===== config.mk =====
export PLATFORM = sky130hd
export DESIGN_NAME = rx_byte_fifo_flat
export DESIGN_NICKNAME = d
export VERILOG_FILES = /design/src/rtl/rx_byte_fifo_if.sv /design/src/rtl/rx_byte_fifo.sv /design/src/flat_wrapper.sv
export SDC_FILE = /design/constraint.sdc
export NUM_CORES = 1
export LEC_CHECK = 0
export ABC_AREA = 1
export CAP_MARGIN = 20
export CORE_MARGIN = 1.5
export CORE_UTILIZATION = 50
export CTS_CLUSTER_SIZE = 10
export DETAILED_ROUTE_END_ITERATION = 10
export DONT_BUFFER_PORTS = 1
export RECOVER_POWER = 50
export SYNTH_ARGS = -nofsm -noshare
export SYNTH_HDL_FRONTEND = slang
export SYNTH_SLANG_ARGS = --single-unit
export TNS_END_PERCENT = 1

===== constraint.sdc =====
create_clock -name CLK -period 4 [get_ports CLK]
set_input_delay 0.6 -clock CLK [delete_from_list [all_inputs] [get_ports CLK]]
set_output_delay 0.6 -clock CLK [all_outputs]
set_load 0.01 [all_outputs]

===== src/rtl/rx_byte_fifo_if.sv =====
// Handshake bundle for rx_byte_fifo: receiver/consumer side drives the
// master modport, the FIFO sits on the slave modport.
interface rx_byte_fifo_if #(
    parameter int AW = 3
);
    logic [7:0]  P_DATA;
    logic        data_valid;
    logic        frame_err;
    logic        rd_en;
    logic        flush;
    logic        clr_status;
    logic [7:0]  rd_data;
    logic        rd_valid;
    logic        empty;
    logic        full;
    logic [AW:0] level;
    logic        overflow;
    logic [7:0]  drop_cnt;
    logic [7:0]  err_cnt;

    modport master (
        output P_DATA, data_valid, frame_err, rd_en, flush, clr_status,
        input  rd_data, rd_valid, empty, full, level, overflow, drop_cnt, err_cnt
    );

    modport slave (
        input  P_DATA, data_valid, frame_err, rd_en, flush, clr_status,
        output rd_data, rd_valid, empty, full, level, overflow, drop_cnt, err_cnt
    );
endinterface


===== src/rtl/rx_byte_fifo.sv =====
// Receive byte FIFO behind a UART deserializer: stores bytes, registers reads,
// and keeps sticky overflow plus saturating drop / frame-error counters.
module rx_byte_fifo #(
    parameter int DEPTH = 8,
    parameter int AW    = 3
) (
    input  logic           CLK,
    input  logic           RST,
    rx_byte_fifo_if.slave  bus
);

    logic [7:0]    mem_q [DEPTH];

    logic [AW-1:0] wr_ptr_q,   wr_ptr_d;
    logic [AW-1:0] rd_ptr_q,   rd_ptr_d;
    logic [AW:0]   level_q,    level_d;
    logic          empty_q,    empty_d;
    logic          full_q,     full_d;
    logic [7:0]    rd_data_q,  rd_data_d;
    logic          rd_valid_q, rd_valid_d;
    logic          overflow_q, overflow_d;
    logic [7:0]    drop_cnt_q, drop_cnt_d;
    logic [7:0]    err_cnt_q,  err_cnt_d;

    logic          rd_accept_s;
    logic          wr_accept_s;
    logic          mem_we_s;
    logic          drop_s;

    function automatic logic [7:0] sat_inc(input logic [7:0] v);
        if (v == 8'hFF) begin
            return v;
        end else begin
            return v + 8'd1;
        end
    endfunction

    // Next-state logic for pointers, occupancy, read port and status counters.
    always_comb begin
        rd_accept_s = bus.rd_en && !empty_q;
        wr_accept_s = bus.data_valid && (!full_q || rd_accept_s);
        // A write landing in a flush cycle is discarded, not counted as a drop.
        drop_s      = bus.data_valid && full_q && !rd_accept_s && !bus.flush;
        mem_we_s    = wr_accept_s && !bus.flush;

        wr_ptr_d    = wr_ptr_q;
        rd_ptr_d    = rd_ptr_q;
        level_d     = level_q;
        rd_data_d   = rd_data_q;
        rd_valid_d  = 1'b0;

        if (bus.flush) begin
            wr_ptr_d = '0;
            rd_ptr_d = '0;
            level_d  = '0;
        end else begin
            if (wr_accept_s) begin
                wr_ptr_d = wr_ptr_q + AW'(1);
            end else begin
                wr_ptr_d = wr_ptr_q;
            end
            if (rd_accept_s) begin
                rd_ptr_d   = rd_ptr_q + AW'(1);
                rd_data_d  = mem_q[rd_ptr_q];
                rd_valid_d = 1'b1;
            end else begin
                rd_ptr_d   = rd_ptr_q;
            end
            case ({wr_accept_s, rd_accept_s})
                2'b10:   level_d = level_q + (AW+1)'(1);
                2'b01:   level_d = level_q - (AW+1)'(1);
                default: level_d = level_q;
            endcase
        end

        empty_d = (level_d == (AW+1)'(0));
        full_d  = (level_d == (AW+1)'(DEPTH));

        // Same-cycle events win over clr_status so they are never lost.
        if (drop_s) begin
            overflow_d = 1'b1;
            drop_cnt_d = bus.clr_status ? 8'd1 : sat_inc(drop_cnt_q);
        end else if (bus.clr_status) begin
            overflow_d = 1'b0;
            drop_cnt_d = 8'd0;
        end else begin
            overflow_d = overflow_q;
            drop_cnt_d = drop_cnt_q;
        end

        if (bus.frame_err) begin
            err_cnt_d = bus.clr_status ? 8'd1 : sat_inc(err_cnt_q);
        end else if (bus.clr_status) begin
            err_cnt_d = 8'd0;
        end else begin
            err_cnt_d = err_cnt_q;
        end
    end

    // Control and status registers with synchronous active-low reset.
    always_ff @(posedge CLK) begin
        if (!RST) begin
            wr_ptr_q   <= '0;
            rd_ptr_q   <= '0;
            level_q    <= '0;
            empty_q    <= 1'b1;
            full_q     <= 1'b0;
            rd_data_q  <= 8'h00;
            rd_valid_q <= 1'b0;
            overflow_q <= 1'b0;
            drop_cnt_q <= 8'd0;
            err_cnt_q  <= 8'd0;
        end else begin
            wr_ptr_q   <= wr_ptr_d;
            rd_ptr_q   <= rd_ptr_d;
            level_q    <= level_d;
            empty_q    <= empty_d;
            full_q     <= full_d;
            rd_data_q  <= rd_data_d;
            rd_valid_q <= rd_valid_d;
            overflow_q <= overflow_d;
            drop_cnt_q <= drop_cnt_d;
            err_cnt_q  <= err_cnt_d;
        end
    end

    // Byte storage; contents are don't-care until written, so no reset.
    always_ff @(posedge CLK) begin
        if (RST && mem_we_s) begin
            mem_q[wr_ptr_q] <= bus.P_DATA;
        end else begin
            mem_q[wr_ptr_q] <= mem_q[wr_ptr_q];
        end
    end

    assign bus.rd_data  = rd_data_q;
    assign bus.rd_valid = rd_valid_q;
    assign bus.empty    = empty_q;
    assign bus.full     = full_q;
    assign bus.level    = level_q;
    assign bus.overflow = overflow_q;
    assign bus.drop_cnt = drop_cnt_q;
    assign bus.err_cnt  = err_cnt_q;

endmodule


===== src/flat_wrapper.sv =====
// flat-port wrapper written by rule: the top's interface ports become plain ports
module rx_byte_fifo_flat 
#(
    parameter int DEPTH = 8,
    parameter int AW    = 3
)
  (CLK, RST, bus_P_DATA, bus_data_valid, bus_frame_err, bus_rd_en, bus_flush, bus_clr_status, bus_rd_data, bus_rd_valid, bus_empty, bus_full, bus_level, bus_overflow, bus_drop_cnt, bus_err_cnt);
  rx_byte_fifo_if #(.AW(AW)) bus_i ();
  input  logic CLK;
  input  logic RST;
  input wire logic [$bits(bus_i.P_DATA)-1:0] bus_P_DATA;
  input wire logic [$bits(bus_i.data_valid)-1:0] bus_data_valid;
  input wire logic [$bits(bus_i.frame_err)-1:0] bus_frame_err;
  input wire logic [$bits(bus_i.rd_en)-1:0] bus_rd_en;
  input wire logic [$bits(bus_i.flush)-1:0] bus_flush;
  input wire logic [$bits(bus_i.clr_status)-1:0] bus_clr_status;
  output wire logic [$bits(bus_i.rd_data)-1:0] bus_rd_data;
  output wire logic [$bits(bus_i.rd_valid)-1:0] bus_rd_valid;
  output wire logic [$bits(bus_i.empty)-1:0] bus_empty;
  output wire logic [$bits(bus_i.full)-1:0] bus_full;
  output wire logic [$bits(bus_i.level)-1:0] bus_level;
  output wire logic [$bits(bus_i.overflow)-1:0] bus_overflow;
  output wire logic [$bits(bus_i.drop_cnt)-1:0] bus_drop_cnt;
  output wire logic [$bits(bus_i.err_cnt)-1:0] bus_err_cnt;
  assign bus_i.P_DATA = bus_P_DATA;
  assign bus_i.data_valid = bus_data_valid;
  assign bus_i.frame_err = bus_frame_err;
  assign bus_i.rd_en = bus_rd_en;
  assign bus_i.flush = bus_flush;
  assign bus_i.clr_status = bus_clr_status;
  assign bus_rd_data = bus_i.rd_data;
  assign bus_rd_valid = bus_i.rd_valid;
  assign bus_empty = bus_i.empty;
  assign bus_full = bus_i.full;
  assign bus_level = bus_i.level;
  assign bus_overflow = bus_i.overflow;
  assign bus_drop_cnt = bus_i.drop_cnt;
  assign bus_err_cnt = bus_i.err_cnt;
  rx_byte_fifo #(.DEPTH(DEPTH), .AW(AW)) u_core (.CLK(CLK), .RST(RST), .bus(bus_i));
endmodule

==> flow_metrics.env, run 1 <==
export IMPL_status="complete, no violations"
export IMPL_ios=47
export IMPL_async_flop_share_pct=0
export IMPL_core_area_um2=8340
export IMPL_end_kind="flop"
export IMPL_yosys_warnings=0
export IMPL_synth_seq_area_share_pct=61.4
export IMPL_worst_pin_slew_ns=1.10
export IMPL_p_switching_uw=455
export IMPL_ys_flop_type="edfxtp_1"
export IMPL_post_route_period_util_pct=56.5
export IMPL_power_density_nw_per_um2=417
export IMPL_drt_iter0_drc=223
export IMPL_post_route_cell_area_um2=4590
export IMPL_final_common_cell="nor2_1"
export IMPL_relSlewSlack_pct=26.6
export IMPL_track_usage_pct=20.6
export IMPL_crit_required_ns=4.27
export IMPL_grt_max_degree=35
export IMPL_vdd_ir_drop_max_mv=0.174
export IMPL_grt_overflow=0
export IMPL_route_detailed_drc=0
export IMPL_h_tree_depth=3
export IMPL_antenna_found_initial=0
export IMPL_pwr_share_clk_pct=32.8
export IMPL_setup_viol=0
export IMPL_hold_class="input port to flop"
export IMPL_internal_power_uw=1460
export IMPL_dieArea_um2=9310
export IMPL_drv_slew=0
export IMPL_fin_tns_setup_ns=0
export IMPL_fin_skew_ns=0.00809
export IMPL_drive_gt1_share_pct=8.39
export IMPL_ys_ff_latch=102
export IMPL_critPathLaunchType="flop"
export IMPL_finalHoldViolations=0
export IMPL_place_congestion=0.873
export IMPL_path_class="flop to flop"
export IMPL_cp_arrival_ns=2.53
export IMPL_ys_types=31
export IMPL_syn_inst=448
export IMPL_p_leak_uw=0.00166
export IMPL_vias=3058
export IMPL_fin_crit_ns=2.26
export IMPL_layout_nets=470
export IMPL_min_path_cells=0
export IMPL_row_count=33
export IMPL_hold_buffers=0
export IMPL_syn_cell_area_um2=4370
export IMPL_antenna_cells=0
export IMPL_clock_fmax_mhz=443
export IMPL_synth_edf_count=64
export IMPL_cap_violations=0
export IMPL_cts_root_buf="clkbuf_8"
export IMPL_rsz0062_at_grt="no"
export IMPL_grt_pass1_vias=2816
export IMPL_cts_resized=0
export IMPL_start_util_pct=52.4
export IMPL_wl_um=9100
export IMPL_tritoncts="built"
export IMPL_die_h_um=96.5
export IMPL_drt_pass1_iterations=4
export IMPL_critPathMaxFanout=9
export IMPL_clk_path_buf_depth=2
export IMPL_avgViaCountPerCell=5.48
export IMPL_final_cell_mix="nor2_1, edfxtp_1, nand2_1, dfxtp_1, inv_1"
export IMPL_holdWs_ns=0.330
export IMPL_syn_nets=470
export IMPL_wl_per_cell_um=16.3
export IMPL_clk_pin_slew_ns=0.09
export IMPL_power_switching_fraction_pct=23.8
export IMPL_cts_made_buffers=9
export IMPL_dieWidth_um=96.5
export IMPL_syn_avg_cell_area_um2=9.75
export IMPL_pwr_share_comb_pct=6.5
export IMPL_grt_first_pass_wirelength_um=14100
export IMPL_reg2reg_depth=18
export IMPL_io_buffers=0
export IMPL_ant_nets=0
export IMPL_post_cts_buffers=0
export IMPL_placed_cell_area_um2=4410
export IMPL_dp_hpwl_um=6040
export IMPL_clock_latency_ns=0.36
export IMPL_area_delta_synth_final_pct=5.13
export IMPL_cts_sinks=102
export IMPL_seqPwrFrac_pct=60.7
worst max-delay path: stages, from the launching register on:
cell and delay, ns:
dfxtp_1 0.40, inv_1 0.07, nand2_2 0.15, nand2_1 0.07
nand2_1 0.18, ha_1 0.29, nand2_1 0.07, inv_1 0.07
nor2_1 0.05, ha_1 0.26, nor2_1 0.04, nor2_1 0.07
o21ai_0 0.10, nand2_1 0.09, inv_1 0.04, nand2_1 0.07
nand2_1 0.05, nand2_1 0.06, inv_1 0.03
kinds of logic (layout without fill, tap and decap cells):
group	count (synthesis)	in the layout	share of synthesized area, %
fa+ha+maj	7	7	2.00
compound gates	85	85	10.9
simple gates	199	199	19.6
buf+inv	53	58	5.78
flops	102	102	61.4
xor+xnor	2	2	0.401
per-stage QoR:
step / setup WS (ns) / utilization, % / power [uW] / std cells
6_report: 1.74 / 55.1 / 1910 / 558
2_1_floorplan: 1.80 / - / 1280 / 448
3_5_place_dp: 1.60 / 52.9 / 1310 / 542
4_1_cts: 1.73 / 55.1 / 1930 / 558
5_1_grt: 1.48 / 55.1 / 1990 / 558
3_3_place_gp: 1.66 / 52.9 / 1310 / 542
final cells by class:
class,instances,area [um2]
fillers,779,3750
flip-flops and latches,102,2680
multi-input cells,293,1430
inverters,41,154
well taps,105,131
clock buffers,9,124
clock inverters,7,65.1
repair buffers,1,7.51
synthesized netlist by cell type (all sizes together), types with 2 or more instances:
master / instances / share of area, %
nand4: 6 / 1.0
o21ai: 48 / 5.5
a21oi: 26 / 3.0
nor2: 97 / 8.8
nand2: 58 / 5.3
o211ai: 8 / 1.8
clkbuf: 2 / 0.17
ha: 7 / 2.0
edfxtp: 64 / 44
nand3: 36 / 4.2
inv: 40 / 3.4
dfxtp: 38 / 17
buf: 10 / 2.1
state kept, by name (all words and copies together), names as in the netlist:
signal and flops:
u_core.bus.full 1, u_core.bus.overflow 1, u_core.wr_ptr_q 3, u_core.bus.rd_valid 1, u_core.bus.rd_data 8, u_core.rd_ptr_q 3, u_core.mem_q 64, u_core.bus.err_cnt 8
u_core.bus.drop_cnt 8, u_core.bus.empty 1, u_core.bus.level 4
per-layer routing:
layer / track usage (%) / share of wire (%) / vias to the layer above
met5: 0 / 0 / -
met2: 32.2 / 46 / 69
li1: - / - / 1522
met1: 27.7 / 46 / 1453
met3: 4.85 / 5.9 / 14
met4: 8.57 / 1.6 / 0
power groups by stage:
stage / clock [uW] / sequential [uW] / combinational (uW)
5_1_grt: 686 / 1160 / 144
4_1_cts: 641 / 1160 / 126
6_report: 627 / 1160 / 125
2_1_floorplan: 0 / 1170 / 109
3_3_place_gp: 0 / 1190 / 124
3_5_place_dp: 0 / 1190 / 126
path summary, 6_finish.rpt:
check                                        start            endpoint  slack (ns)
worst max register to register    u_core.bus.empty    u_core.bus.empty        1.74
worst min-delay path                 bus_P_DATA[2]  u_core.mem_q[6][2]        0.33
worst min register to register  u_core.wr_ptr_q[2]  u_core.wr_ptr_q[2]        0.50
worst max-delay path              u_core.bus.empty    u_core.bus.empty        1.74
No activity file was read; power rests on OpenSTA's default activity.
==> run 2: changes to the inputs <==
==> constraint.sdc (replaced) <==
create_clock -name CLK -period 2.1 [get_ports CLK]
set_input_delay 0.315 -clock CLK [delete_from_list [all_inputs] [get_ports CLK]]
set_output_delay 0.315 -clock CLK [all_outputs]
set_load 0.01 [all_outputs]
==> flow_metrics.env, run 2 (synthesis gave the netlist of run 1 again) <==
export IMPL_final_common_cell="nor2_1"
export IMPL_tritoncts="built"
export IMPL_route_detailed_drc=0
export IMPL_post_route_cell_area_um2=4750
export IMPL_vias=3140
export IMPL_core_area_um2=8340
export IMPL_area_delta_synth_final_pct=8.79
export IMPL_antenna_found_initial=0
export IMPL_power_uw=3670
export IMPL_dp_hpwl_um=6390
export IMPL_power_density_nw_per_um2=772
export IMPL_clock_latency_ns=0.35
export IMPL_grt_use_met3_pct=6.26
export IMPL_clk_path_buf_depth=2
export IMPL_ant_nets=0
export IMPL_grt_overflow=0
export IMPL_avgViaCountPerCell=5.44
export IMPL_clock_fmax_mhz=525
export IMPL_clk_pin_slew_ns=0.09
export IMPL_grtUsageMet2_pct=35.5
export IMPL_finalHoldViolations=0
export IMPL_cts_made_buffers=9
export IMPL_final_cell_mix="nor2_1, edfxtp_1, nand2_1, dfxtp_1, nand3_1"
export IMPL_ios=47
export IMPL_track_usage_pct=21.5
export IMPL_dieArea_um2=9310
export IMPL_drt_pass1_iterations=4
export IMPL_status="complete, no violations"
export IMPL_rsz0062_at_grt="no"
export IMPL_grt_pass1_vias=3016
export IMPL_crit_required_ns=2.36
export IMPL_antenna_cells=0
export IMPL_place_congestion=0.841
export IMPL_fin_skew_ns=0.00622
export IMPL_cp_arrival_ns=2.17
export IMPL_top_register="u_core.mem_q"
export IMPL_end_kind="flop"
export IMPL_seq_area_um2=2680
export IMPL_cap_violations=0
export IMPL_die_h_um=96.5
export IMPL_cts_root_buf="clkbuf_8"
export IMPL_fin_crit_ns=1.91
export IMPL_multi_input_area_um2=1450
export IMPL_largest_reg_flops=64
export IMPL_fillers=767
export IMPL_hold_class="input port to flop"
export IMPL_cts_resized=0
export IMPL_fin_tns_setup_ns=0
export IMPL_cts_sinks=102
export IMPL_drive_gt1_share_pct=13.6
export IMPL_critPathMaxFanout=5
export IMPL_grt_met1_usage_pct=27.5
export IMPL_p_leak_uw=0.00175
export IMPL_post_route_period_util_pct=90.7
export IMPL_wl_per_cell_um=15.9
export IMPL_min_path_cells=0
export IMPL_grt_max_degree=35
export IMPL_path_class="flop to flop"
export IMPL_vdd_ir_drop_max_mv=0.373
export IMPL_io_buffers=0
export IMPL_row_count=33
export IMPL_layout_nets=490
export IMPL_grt_first_pass_wirelength_um=14700
export IMPL_reg2reg_depth=18
export IMPL_post_cts_buffers=0
export IMPL_dieWidth_um=96.5
export IMPL_dp_cells=562
export IMPL_start_util_pct=52.4
export IMPL_grt_busiest_layer="met2"
export IMPL_relSlewSlack_pct=59.0
export IMPL_setup_viol=0
export IMPL_final_cells=577
export IMPL_drv_slew=0
export IMPL_drt_iter0_drc=138
export IMPL_hold_buffers=0
export IMPL_post_route_util_pct=57.0
export IMPL_h_tree_depth=3
export IMPL_placed_cell_area_um2=4560
export IMPL_worst_pin_slew_ns=0.614
export IMPL_wl_um=9200
export IMPL_critPathLaunchType="flop"
run 2: changes by cell type in the layout (fill, tap and decap cells not counted), moves of 2 or more:
cell,delta
buf_4,+17
clkbuf_1,+3
inv_1,-3
inv_2,+3
nand2_1,-2
nand2_2,+2
nor2_1,-2
nor2_2,+2
run 2: layout make-up:
class	instances	area share, %
sequential	102	56.5
multi-input combinational	293	30.5
inverter	41	3.24
timing repair buffer	21	3.08
tap	105	2.76
clock buffer	9	2.61
clock inverter	6	1.32
run 2: worst max-delay path, stage by stage (launching register included):
cell and delay (ns):
dfxtp_2 0.34, inv_1 0.04, nand2_2 0.09, nand2_1 0.07, nand2_2 0.09, ha_4 0.16
nand2_1 0.05, inv_1 0.08, nor2_2 0.05, ha_1 0.27, nor2_1 0.04, nor2_1 0.10
o21ai_1 0.09, nand2_1 0.09, inv_1 0.04, nand2_1 0.07, nand2_1 0.05, nand2_1 0.06
inv_1 0.04
run 2: final timing paths:
kind | to | from | slack [ns]
worst min register to register | u_core.wr_ptr_q[2] | u_core.wr_ptr_q[2] | 0.50
worst min-delay path | u_core.mem_q[2][4] | bus_P_DATA[4] | 0.05
worst max register to register | u_core.bus.empty | u_core.bus.empty | 0.19
worst max-delay path | u_core.bus.empty | u_core.bus.empty | 0.19
run 2: per-layer routing:
metal  vias up  routed length, um
met1      1500               4120
met3         8                498
li1       1564                  -
met5         -                  0
met2        68               4500
met4         0                 87
run 2: stage by stage:
step	setup slack, ns	hold slack (ns)
after detailed placement	0.101	0.414
after CTS	0.0661	0.0349
after global placement	0.200	0.414
final	0.195	0.0509
after global routing	0.0188	0.0212
after floorplan	0.0855	0.414
run 2: power breakdown:
part	total (uW)	switching, uW	internal [uW]
registers	2200	40.7	2160
logic	275	182	93.8
clock network	1190	652	543
total	3670	874	2800
==> run 3: changes to the inputs <==
--- a/config.mk
+++ b/config.mk
@@ -12,6 +12,7 @@
 export CTS_CLUSTER_SIZE = 10
 export DETAILED_ROUTE_END_ITERATION = 10
 export DONT_BUFFER_PORTS = 1
+export HOLD_SLACK_MARGIN = 0.15
 export RECOVER_POWER = 50
 export SYNTH_ARGS = -nofsm -noshare
 export SYNTH_HDL_FRONTEND = slang
==> flow_metrics.env, run 3 (synthesis gave the netlist of run 1 again) <==
export IMPL_status="complete, no violations"
export IMPL_grt_overflow=0
export IMPL_finalHoldViolations=0
export IMPL_die_h_um=96.5
export IMPL_min_path_cells=3
export IMPL_path_class="flop to flop"
export IMPL_wl_um=9350
export IMPL_cp_common_cell="nand2_1"
export IMPL_drt_pass1_iterations=4
export IMPL_pwr_share_clk_pct=32.2
export IMPL_whs_endpoint="u_core.bus.level[1]"
export IMPL_avgViaCountPerCell=5.44
export IMPL_critPathBufInv=3
export IMPL_critPathTopFamily="simple AND/OR/NAND/NOR gates"
export IMPL_grt_max_degree=35
export IMPL_crit_path_top_delay_cell="dfxtp_2"
export IMPL_grt_busiest_layer="met2"
export IMPL_ios=47
export IMPL_vias=3204
export IMPL_drive_gt1_share_pct=13.4
export IMPL_final_common_cell="nor2_1"
export IMPL_clock_fmax_mhz=527
export IMPL_pwr_share_comb_pct=8.5
export IMPL_reg2reg_depth=17
export IMPL_start_util_pct=52.4
export IMPL_dp_hpwl_um=6390
export IMPL_fin_crit_ns=1.90
export IMPL_post_route_period_util_pct=90.3
export IMPL_tritoncts="built"
export IMPL_h_tree_depth=3
export IMPL_critPathLaunchType="flop"
export IMPL_dieWidth_um=96.5
export IMPL_grt_pass1_vias=3067
export IMPL_relSlewSlack_pct=59.4
export IMPL_end_kind="flop"
export IMPL_grt_met1_usage_pct=27.9
export IMPL_cpPeakStageDelay_ns=0.33
export IMPL_route_detailed_drc=0
export IMPL_rsz0062_at_grt="no"
export IMPL_crit_required_ns=2.36
export IMPL_grt_first_pass_wirelength_um=14900
export IMPL_final_cell_mix="nor2_1, edfxtp_1, nand2_1, dfxtp_1, nand3_1"
export IMPL_setup_viol=0
export IMPL_track_usage_pct=21.8
export IMPL_grt_use_met3_pct=5.95
export IMPL_area_delta_synth_final_pct=11.6
export IMPL_grtUsageMet2_pct=36.0
export IMPL_wl_per_cell_um=15.9
export IMPL_antenna_cells=0
export IMPL_fin_tns_setup_ns=0
export IMPL_r2r_start="u_core.bus.empty"
export IMPL_clk_path_buf_depth=2
export IMPL_hold_class="input port to flop"
export IMPL_vdd_ir_drop_max_mv=0.373
export IMPL_place_congestion=0.841
export IMPL_clock_latency_ns=0.35
export IMPL_seq_area_um2=2680
export IMPL_power_density_nw_per_um2=760
export IMPL_hold_start="bus_flush"
export IMPL_post_cts_buffers=0
export IMPL_io_buffers=0
export IMPL_drt_iter0_drc=149
export IMPL_top_register="u_core.mem_q"
export IMPL_largest_reg_flops=64
export IMPL_seqPwrFrac_pct=59.3
export IMPL_internal_power_uw=2820
export IMPL_drv_slew=0
export IMPL_power_switching_fraction_pct=24.0
export IMPL_fillers=757
export IMPL_core_area_um2=8340
export IMPL_ant_nets=0
export IMPL_cap_violations=0
export IMPL_multi_input_area_um2=1450
export IMPL_r2r_end="u_core.bus.empty"
export IMPL_antenna_found_initial=0
export IMPL_dieArea_um2=9310
export IMPL_crit_chain="inv_1 > nand2_2 > nand2_1 > nand2_2 > ha_4 > nor2_1 > nor2_2 > ha_1 > nor2_1 > nor2_1 > o21ai_1 > nand2_1 > inv_1 > nand2_1 > nand2_1 > nand2_1 > inv_1"
export IMPL_holdWs_ns=0.174
export IMPL_p_switching_uw=891
export IMPL_clk_pin_slew_ns=0.09
export IMPL_fin_skew_ns=0.00734
export IMPL_layout_nets=502
export IMPL_cts_made_buffers=9
export IMPL_critPathMaxFanout=5
export IMPL_row_count=33
export IMPL_cp_arrival_ns=2.16
export IMPL_worst_pin_slew_ns=0.607
export IMPL_p_leak_uw=0.00180
export IMPL_cts_root_buf="clkbuf_8"
export IMPL_rrSetupSlack_ns=0.20
export IMPL_post_route_util_pct=58.5
export IMPL_cts_sinks=102
run 3: cell type report:
class / count / area share [%]
Timing Repair Buffer: 33 / 5.54
Multi-Input combinational cell: 293 / 29.8
Clock buffer: 9 / 2.54
Clock inverter: 6 / 1.28
Inverter: 41 / 3.16
Tap cell: 105 / 2.69
Sequential cell: 102 / 55.0
run 3: how the worst max path moves through the flow:
stage | start | to | cells after the start
final | u_core.bus.empty | u_core.bus.empty | 17
after global placement | u_core.bus.empty | u_core.bus.empty | 18
after detailed placement | u_core.bus.empty | u_core.bus.empty | 18
after global routing | u_core.bus.empty | u_core.bus.empty | 15
after floorplan | u_core.bus.empty | u_core.bus.empty | 18
after CTS | u_core.bus.empty | u_core.bus.empty | 18
run 3: power by group through the flow:
stage / Clock [uW] / Sequential (uW) / Combinational [uW]
floorplan: 0 / 2240 / 208
global placement: 0 / 2250 / 269
detailed placement: 0 / 2250 / 276
CTS: 1220 / 2200 / 313
global route: 1300 / 2210 / 358
finish: 1190 / 2200 / 315
run 3: metrics by stage:
step / setup slack (ns) / std cells / total power, uW / instance area, um2
final: 0.204 / 589 / 3710 / 4880
after detailed placement: 0.101 / 562 / 2520 / 4560
after CTS: 0.0699 / 589 / 3730 / 4870
after global placement: 0.200 / 562 / 2520 / 4560
after global routing: 0.0198 / 589 / 3860 / 4880
after floorplan: 0.0855 / 448 / 2450 / 4370
run 3: tightest hold or removal path, delay by kind of cell:
family             cells  cell delay (ns)
and+or+nand+nor        2             0.08
AOI/OAI and AO/OA      1             0.09
run 3: per-layer routing:
| layer | vias up | routed length [um] |
|---|---|---|
| li1 | 1587 | - |
| met1 | 1532 | 4200 |
| met2 | 76 | 4560 |
| met3 | 9 | 492 |
| met4 | 0 | 95 |
| met5 | - | 0 |
run 3: repair_timing:
action,CTS,global route
hold endpoints to repair,71,0
resized for setup,0,7
hold buffers,12,0
setup endpoints to repair,0,2
